--- src/rtl/slot_round_ctrl.sv ---
// rtl/slot_round_ctrl.sv - slot machine round sequencer: bet debit, reel freeze schedule, scoring, payout
// Optional macro REEL_SKIP_EN: spin_req during SPIN freezes the lowest-indexed running reel early.
module slot_round_ctrl #(
  parameter int BET          = 10,
  parameter int START_CREDIT = 100,
  parameter int MAX_SCORE    = 9999,
  parameter int FIRST_STOP   = 2,
  parameter int STOP_GAP     = 1,
  parameter int PAY_FOUR     = 500,
  parameter int PAY_THREE    = 50,
  parameter int PAY_TWO_PAIR = 20,
  parameter int PAY_PAIR     = 10
) (
  input  logic        clk,
  input  logic        rst,
  input  logic        tick,
  input  logic        spin_req,
  input  logic [3:0]  reel0,
  input  logic [3:0]  reel1,
  input  logic [3:0]  reel2,
  input  logic [3:0]  reel3,
  output logic [3:0]  reel_stop,
  output logic        spinning,
  output logic [13:0] score,
  output logic        is_broke,
  output logic        payout_valid,
  output logic [13:0] last_win
);

  localparam logic [2:0] S_IDLE   = 3'd0;
  localparam logic [2:0] S_SPIN   = 3'd1;
  localparam logic [2:0] S_SETTLE = 3'd2;
  localparam logic [2:0] S_EVAL   = 3'd3;
  localparam logic [2:0] S_PAYOUT = 3'd4;

  localparam logic [13:0] BET_C   = 14'(BET);
  localparam logic [13:0] START_C = 14'(START_CREDIT);
  localparam logic [13:0] MAX_C   = 14'(MAX_SCORE);
  localparam logic [14:0] MAX_W   = 15'(MAX_SCORE);

  localparam logic [7:0] STOP_AT [4] = '{
    8'(FIRST_STOP),
    8'(FIRST_STOP + STOP_GAP),
    8'(FIRST_STOP + 2 * STOP_GAP),
    8'(FIRST_STOP + 3 * STOP_GAP)
  };

  logic [2:0]       state_q, state_d;
  logic [7:0]       tick_cnt_q, tick_cnt_d;
  logic [3:0]       reel_stop_q, reel_stop_d;
  logic             spinning_q, spinning_d;
  logic [13:0]      score_q, score_d;
  logic             is_broke_q, is_broke_d;
  logic             payout_valid_q, payout_valid_d;
  logic [13:0]      last_win_q, last_win_d;
  logic [13:0]      win_q, win_d;
  logic [3:0][3:0]  sym_q, sym_d;

  logic [7:0]  tick_inc;
  logic [3:0]  sched;
  logic [3:0]  skip;
  logic [2:0]  n_eq;
  logic [14:0] sum_w;

  always_comb begin
    tick_inc = (tick_cnt_q == 8'hFF) ? 8'hFF : tick_cnt_q + 8'd1;
    for (int i = 0; i < 4; i++) begin
      sched[i] = tick && (tick_inc == STOP_AT[i]);
    end
`ifdef REEL_SKIP_EN
    // ~x & (x+1) isolates the lowest clear bit, i.e. the lowest running reel
    skip = spin_req ? (~reel_stop_q & (reel_stop_q + 4'd1)) : 4'b0000;
`else
    skip = 4'b0000;
`endif
  end

  // Number of equal symbol pairs uniquely identifies the hand: 6/3/2/1/0
  always_comb begin
    n_eq = {2'b00, sym_q[0] == sym_q[1]} + {2'b00, sym_q[0] == sym_q[2]}
         + {2'b00, sym_q[0] == sym_q[3]} + {2'b00, sym_q[1] == sym_q[2]}
         + {2'b00, sym_q[1] == sym_q[3]} + {2'b00, sym_q[2] == sym_q[3]};
    sum_w = {1'b0, score_q} + {1'b0, win_q};
  end

  always_comb begin
    state_d        = state_q;
    tick_cnt_d     = tick_cnt_q;
    reel_stop_d    = reel_stop_q;
    spinning_d     = spinning_q;
    score_d        = score_q;
    payout_valid_d = 1'b0;
    last_win_d     = last_win_q;
    win_d          = win_q;
    sym_d          = sym_q;

    case (state_q)
      S_IDLE: begin
        if (spin_req && (score_q >= BET_C)) begin
          score_d     = score_q - BET_C;
          reel_stop_d = 4'b0000;
          spinning_d  = 1'b1;
          tick_cnt_d  = 8'd0;
          state_d     = S_SPIN;
        end
      end
      S_SPIN: begin
        if (tick) begin
          tick_cnt_d = tick_inc;
        end
        reel_stop_d = reel_stop_q | sched | skip;
        if (&reel_stop_d) begin
          state_d = S_SETTLE;
        end
      end
      S_SETTLE: begin
        sym_d   = {reel3, reel2, reel1, reel0};
        state_d = S_EVAL;
      end
      S_EVAL: begin
        case (n_eq)
          3'd6:    win_d = 14'(PAY_FOUR);
          3'd3:    win_d = 14'(PAY_THREE);
          3'd2:    win_d = 14'(PAY_TWO_PAIR);
          3'd1:    win_d = 14'(PAY_PAIR);
          default: win_d = 14'd0;
        endcase
        state_d = S_PAYOUT;
      end
      S_PAYOUT: begin
        score_d        = (sum_w > MAX_W) ? MAX_C : sum_w[13:0];
        last_win_d     = win_q;
        payout_valid_d = 1'b1;
        spinning_d     = 1'b0;
        state_d        = S_IDLE;
      end
      default: state_d = S_IDLE;
    endcase

    is_broke_d = score_d < BET_C;
  end

  always_ff @(posedge clk) begin
    if (rst) begin
      state_q        <= S_IDLE;
      tick_cnt_q     <= 8'd0;
      reel_stop_q    <= 4'b1111;
      spinning_q     <= 1'b0;
      score_q        <= START_C;
      is_broke_q     <= (START_C < BET_C);
      payout_valid_q <= 1'b0;
      last_win_q     <= 14'd0;
      win_q          <= 14'd0;
      sym_q          <= '0;
    end else begin
      state_q        <= state_d;
      tick_cnt_q     <= tick_cnt_d;
      reel_stop_q    <= reel_stop_d;
      spinning_q     <= spinning_d;
      score_q        <= score_d;
      is_broke_q     <= is_broke_d;
      payout_valid_q <= payout_valid_d;
      last_win_q     <= last_win_d;
      win_q          <= win_d;
      sym_q          <= sym_d;
    end
  end

  assign reel_stop    = reel_stop_q;
  assign spinning     = spinning_q;
  assign score        = score_q;
  assign is_broke     = is_broke_q;
  assign payout_valid = payout_valid_q;
  assign last_win     = last_win_q;

endmodule

--- config.mk ---
export PLATFORM = sky130hd
export DESIGN_NAME = slot_round_ctrl
export DESIGN_NICKNAME = d
export VERILOG_FILES = /design/src/rtl/slot_round_ctrl.sv
export SDC_FILE = /design/constraint.sdc
export NUM_CORES = 1
export LEC_CHECK = 0
export ABC_AREA = 0
export CAP_MARGIN = 20
export CORE_ASPECT_RATIO = 0.8
export CORE_MARGIN = 4
export CORE_UTILIZATION = 56
export DETAILED_ROUTE_END_ITERATION = 10
export PLACE_DENSITY_LB_ADDON = 0.1
export SLEW_MARGIN = 10
export SYNTH_ARGS = -nofsm -noshare
export SYNTH_HDL_FRONTEND = slang
export SYNTH_SLANG_ARGS = --single-unit
--- constraint.sdc ---
create_clock -name clk -period 3.65 [get_ports clk]
set_input_delay 0.365 -clock clk [delete_from_list [all_inputs] [get_ports clk]]
set_output_delay 0.365 -clock clk [all_outputs]
set_load 0.03 [all_outputs]
==> qor.yml <==
portBuffers: 48
synthMuxAreaShare_pct: 1.75
min_path_type: "primary input to flop"
start_util_pct: 58.5
synthFlopType: "dfxtp_1"
grt_pass1_vias: 3592
power_density_nw_per_um2: 545
ir_worst_vdd_mv: 0.295
synth_xor_xnor_area_share_pct: 7.75
crit_path_max_incr_delay_ns: 0.43
worstHoldStart: "rst"
finalCritPeriodShare_pct: 86.7
final_max_slew_viol_count: 0
grt_pass1_wl_um: 17800
crit_fanout: 6
ys_warn_count: 0
dp_hpwl_um: 7690
fmax_mhz: 316
synth_top_family_by_area: "simple AND/OR/NAND/NOR gates"
grt_use_total_pct: 25.3
layout_min_cycle_time_ns: 3.16
crit_type: "flop to flop"
cp.required_ns: 3.88
synth_compound_area_share_pct: 21.1
startpoint: "score[1]"
cp_slowest_cell: "fa_1"
switching_share_pct: 39.0
ant_nets: 0
synth_area_um2: 4070
p_switching_mw: 1.01
drc: 0
area_delta_synth_final_pct: 16.7
max-slew-margin-rel_pct: 40.7
cp-start-kind: "flop"
critical_path_arrival_ns: 3.39
via_per_inst: 6.05
critPathTopFamily: "compound AO/OA/AOI/OAI gates"
cts_buffer_depth: 2
clk_latency_ns: 0.34
fp.dieW_um: 103
ys_ff_latch: 60
synth_top_area_share_pct: 29.5
n_antenna_cell: 0
synthSimpleGateAreaFrac_pct: 27.0
drtIter0Drc: 248
yosysMostFrequentCell: "nand2_1"
max_cap_violations: 0
die_h_um: 84.2
pwr-share-comb_pct: 43.3
std_cell_rows: 27
setup_tns_ns: 0
synth_top_area_cell: "dfxtp_1"
fin_area_um2: 4750
p_leak_nw: 1.87
worstPathCellList: "ha_1 -> fa_1 -> a211oi_2 -> o31ai_4 -> o21ai_1 -> xnor2_1 -> and4bb_2 -> nor4_4 -> a221oi_1 -> nor3b_2"
hold_viol_final: 0
yosysSeqAreaShare_pct: 29.5
cts_tree: "built"
gp_congestion: 0.927
skew_ns: 0.00834
dr.pass1.iters: 5
design.core.area_um2: 6960
clkPwrFrac_pct: 25.7
synthTopCellsByArea: "dfxtp_1, a21oi_1, nand2_1, xor2_1, ha_1"
nets: 594
synthCells: 515
cp-end-kind: "flop"
rsz0062_at_grt: "no"
drive_above_1_share_pct: 8.36
drt_wl_total_um: 10600
layout.cells.non_filler: 649
setup_viol_count_final: 0
die-area_um2: 8700
ctsResizeCount: 0
antenna_found_initial: 0
path_clk_slew_ns: 0.07
synth-edff-count: 0
worst_slew_pin_slew_ns: 0.885
root_buffer: "clkbuf_8"
routedWlPerCell_um: 16.3
critPathBufInv: 0
num_io_pins: 55
yosys-top-cells-count: "nand2_1, dfxtp_1, a21oi_1"
dpl_cell_area_um2: 4530
cts_hold_buf: 0
cts_setup_buffers: 0
synth-async-reset-ratio_pct: 0
intPower_mw: 1.58
htreeDepth: 3
grt-ovfl-total: 0
synth.distinct_cells: 74
status: "finished, final reports clean"
vias: 3924
power.total_mw: 2.59
grt_max_degree: 59
synth_fa_ha_area_share_pct: 5.97
cts.sinks: 60
seq_power_share_pct: 31.0
whs_ns: 0.296
cts_made_buffers: 9
place_inst: 633
syn_avg_cell_area_um2: 7.90
rr_startpoint: "score[1]"
cell usage in the layout, fill, tap and decap left out, types with 3 or more instances in the layout:
| master | synthesis | layout |
|---|---|---|
| and2_1 | 3 | 3 |
| o21ai_0 | 26 | 26 |
| nor3_1 | 18 | 18 |
| nor4_1 | 10 | 10 |
| a21oi_1 | 57 | 57 |
| mux2i_1 | 6 | 6 |
| fa_1 | 4 | 4 |
| conb_1 | 1 | 6 |
| ha_1 | 13 | 13 |
| xor2_1 | 21 | 21 |
| nand3_1 | 14 | 14 |
| buf_4 | 9 | 11 |
| xnor2_1 | 15 | 15 |
| nor2_1 | 43 | 43 |
| nor2b_1 | 5 | 5 |
| o21a_1 | 5 | 5 |
| or2_2 | 3 | 3 |
| nand2_1 | 74 | 74 |
| clkbuf_8 | 4 | 10 |
| and3_1 | 8 | 8 |
| clkdlybuf4s50_1 | 0 | 47 |
| a31oi_1 | 6 | 6 |
| o21bai_1 | 4 | 4 |
| a21o_1 | 3 | 3 |
| o22ai_1 | 3 | 3 |
| inv_1 | 12 | 12 |
| nand4_1 | 8 | 8 |
| dfxtp_1 | 60 | 60 |
| and4_1 | 3 | 3 |
| o2111a_1 | 3 | 3 |
final cells by class:
class	count	area, µm²
multi-input cells	414	2610
fillers	584	2210
flip-flops and latches	60	1200
repair buffers	59	558
clock buffers	12	145
well taps	87	109
clock inverters	4	72.6
inverters	13	48.8
registers in the layout (all words and copies together), names as in the netlist:
name          cells
sym_q            16
score            14
tick_cnt_q        8
spinning          1
win_q             6
state_q           3
payout_valid      1
last_win          6
is_broke          1
reel_stop         4
cell families after synthesis:
family / after synthesis
AND/OR/NAND/NOR: 215
AO/OA/AOI/OAI: 133
flip-flops: 60
buffers and inverters: 46
XOR/XNOR: 36
adder cells (fa/ha/maj): 17
multiplexers: 7
other: 1
path summary, 6_finish.rpt:
path / end / slack [ns] / cells after the start
setup reg to reg: is_broke / 0.49 / 10
setup / recovery: is_broke / 0.49 / 10
hold reg to reg: last_win[4] / 0.45 / 2
hold / removal: score[6] / 0.30 / 3
worst register-to-register path: cells and delay by family (launching register included):
| family | cells | cell delay [ns] |
|---|---|---|
| xor+xnor | 1 | 0.16 |
| compound gates | 4 | 0.96 |
| simple gates | 3 | 0.90 |
| flops | 1 | 0.35 |
| fa+ha+maj | 2 | 0.67 |
power by group through the flow:
stage | clock (mW) | combinational [mW] | sequential [mW]
floorplan | 0 | 0.819 | 0.841
global placement | 0 | 1.06 | 0.810
detailed placement | 0 | 1.10 | 0.813
CTS | 0.677 | 1.11 | 0.799
global route | 0.706 | 1.26 | 0.811
finish | 0.664 | 1.12 | 0.802
stage by stage:
stage          setup WS, ns  util (%)
3_3_place_gp          0.607      65.1
5_1_grt               0.245      68.2
2_1_floorplan         0.643         -
4_1_cts               0.493      68.2
3_5_place_dp          0.524      65.1
6_report              0.485      68.2
layer usage:
layer / vias up / routed length (µm) / GRT usage, %
li1: 1919 / - / -
met2: 157 / 4620 / 37.7
met5: - / 0 / 0
met1: 1837 / 5070 / 36.7
met3: 11 / 798 / 6.89
met4: 0 / 98 / 5.53
Power figures use the tool's default switching activity.
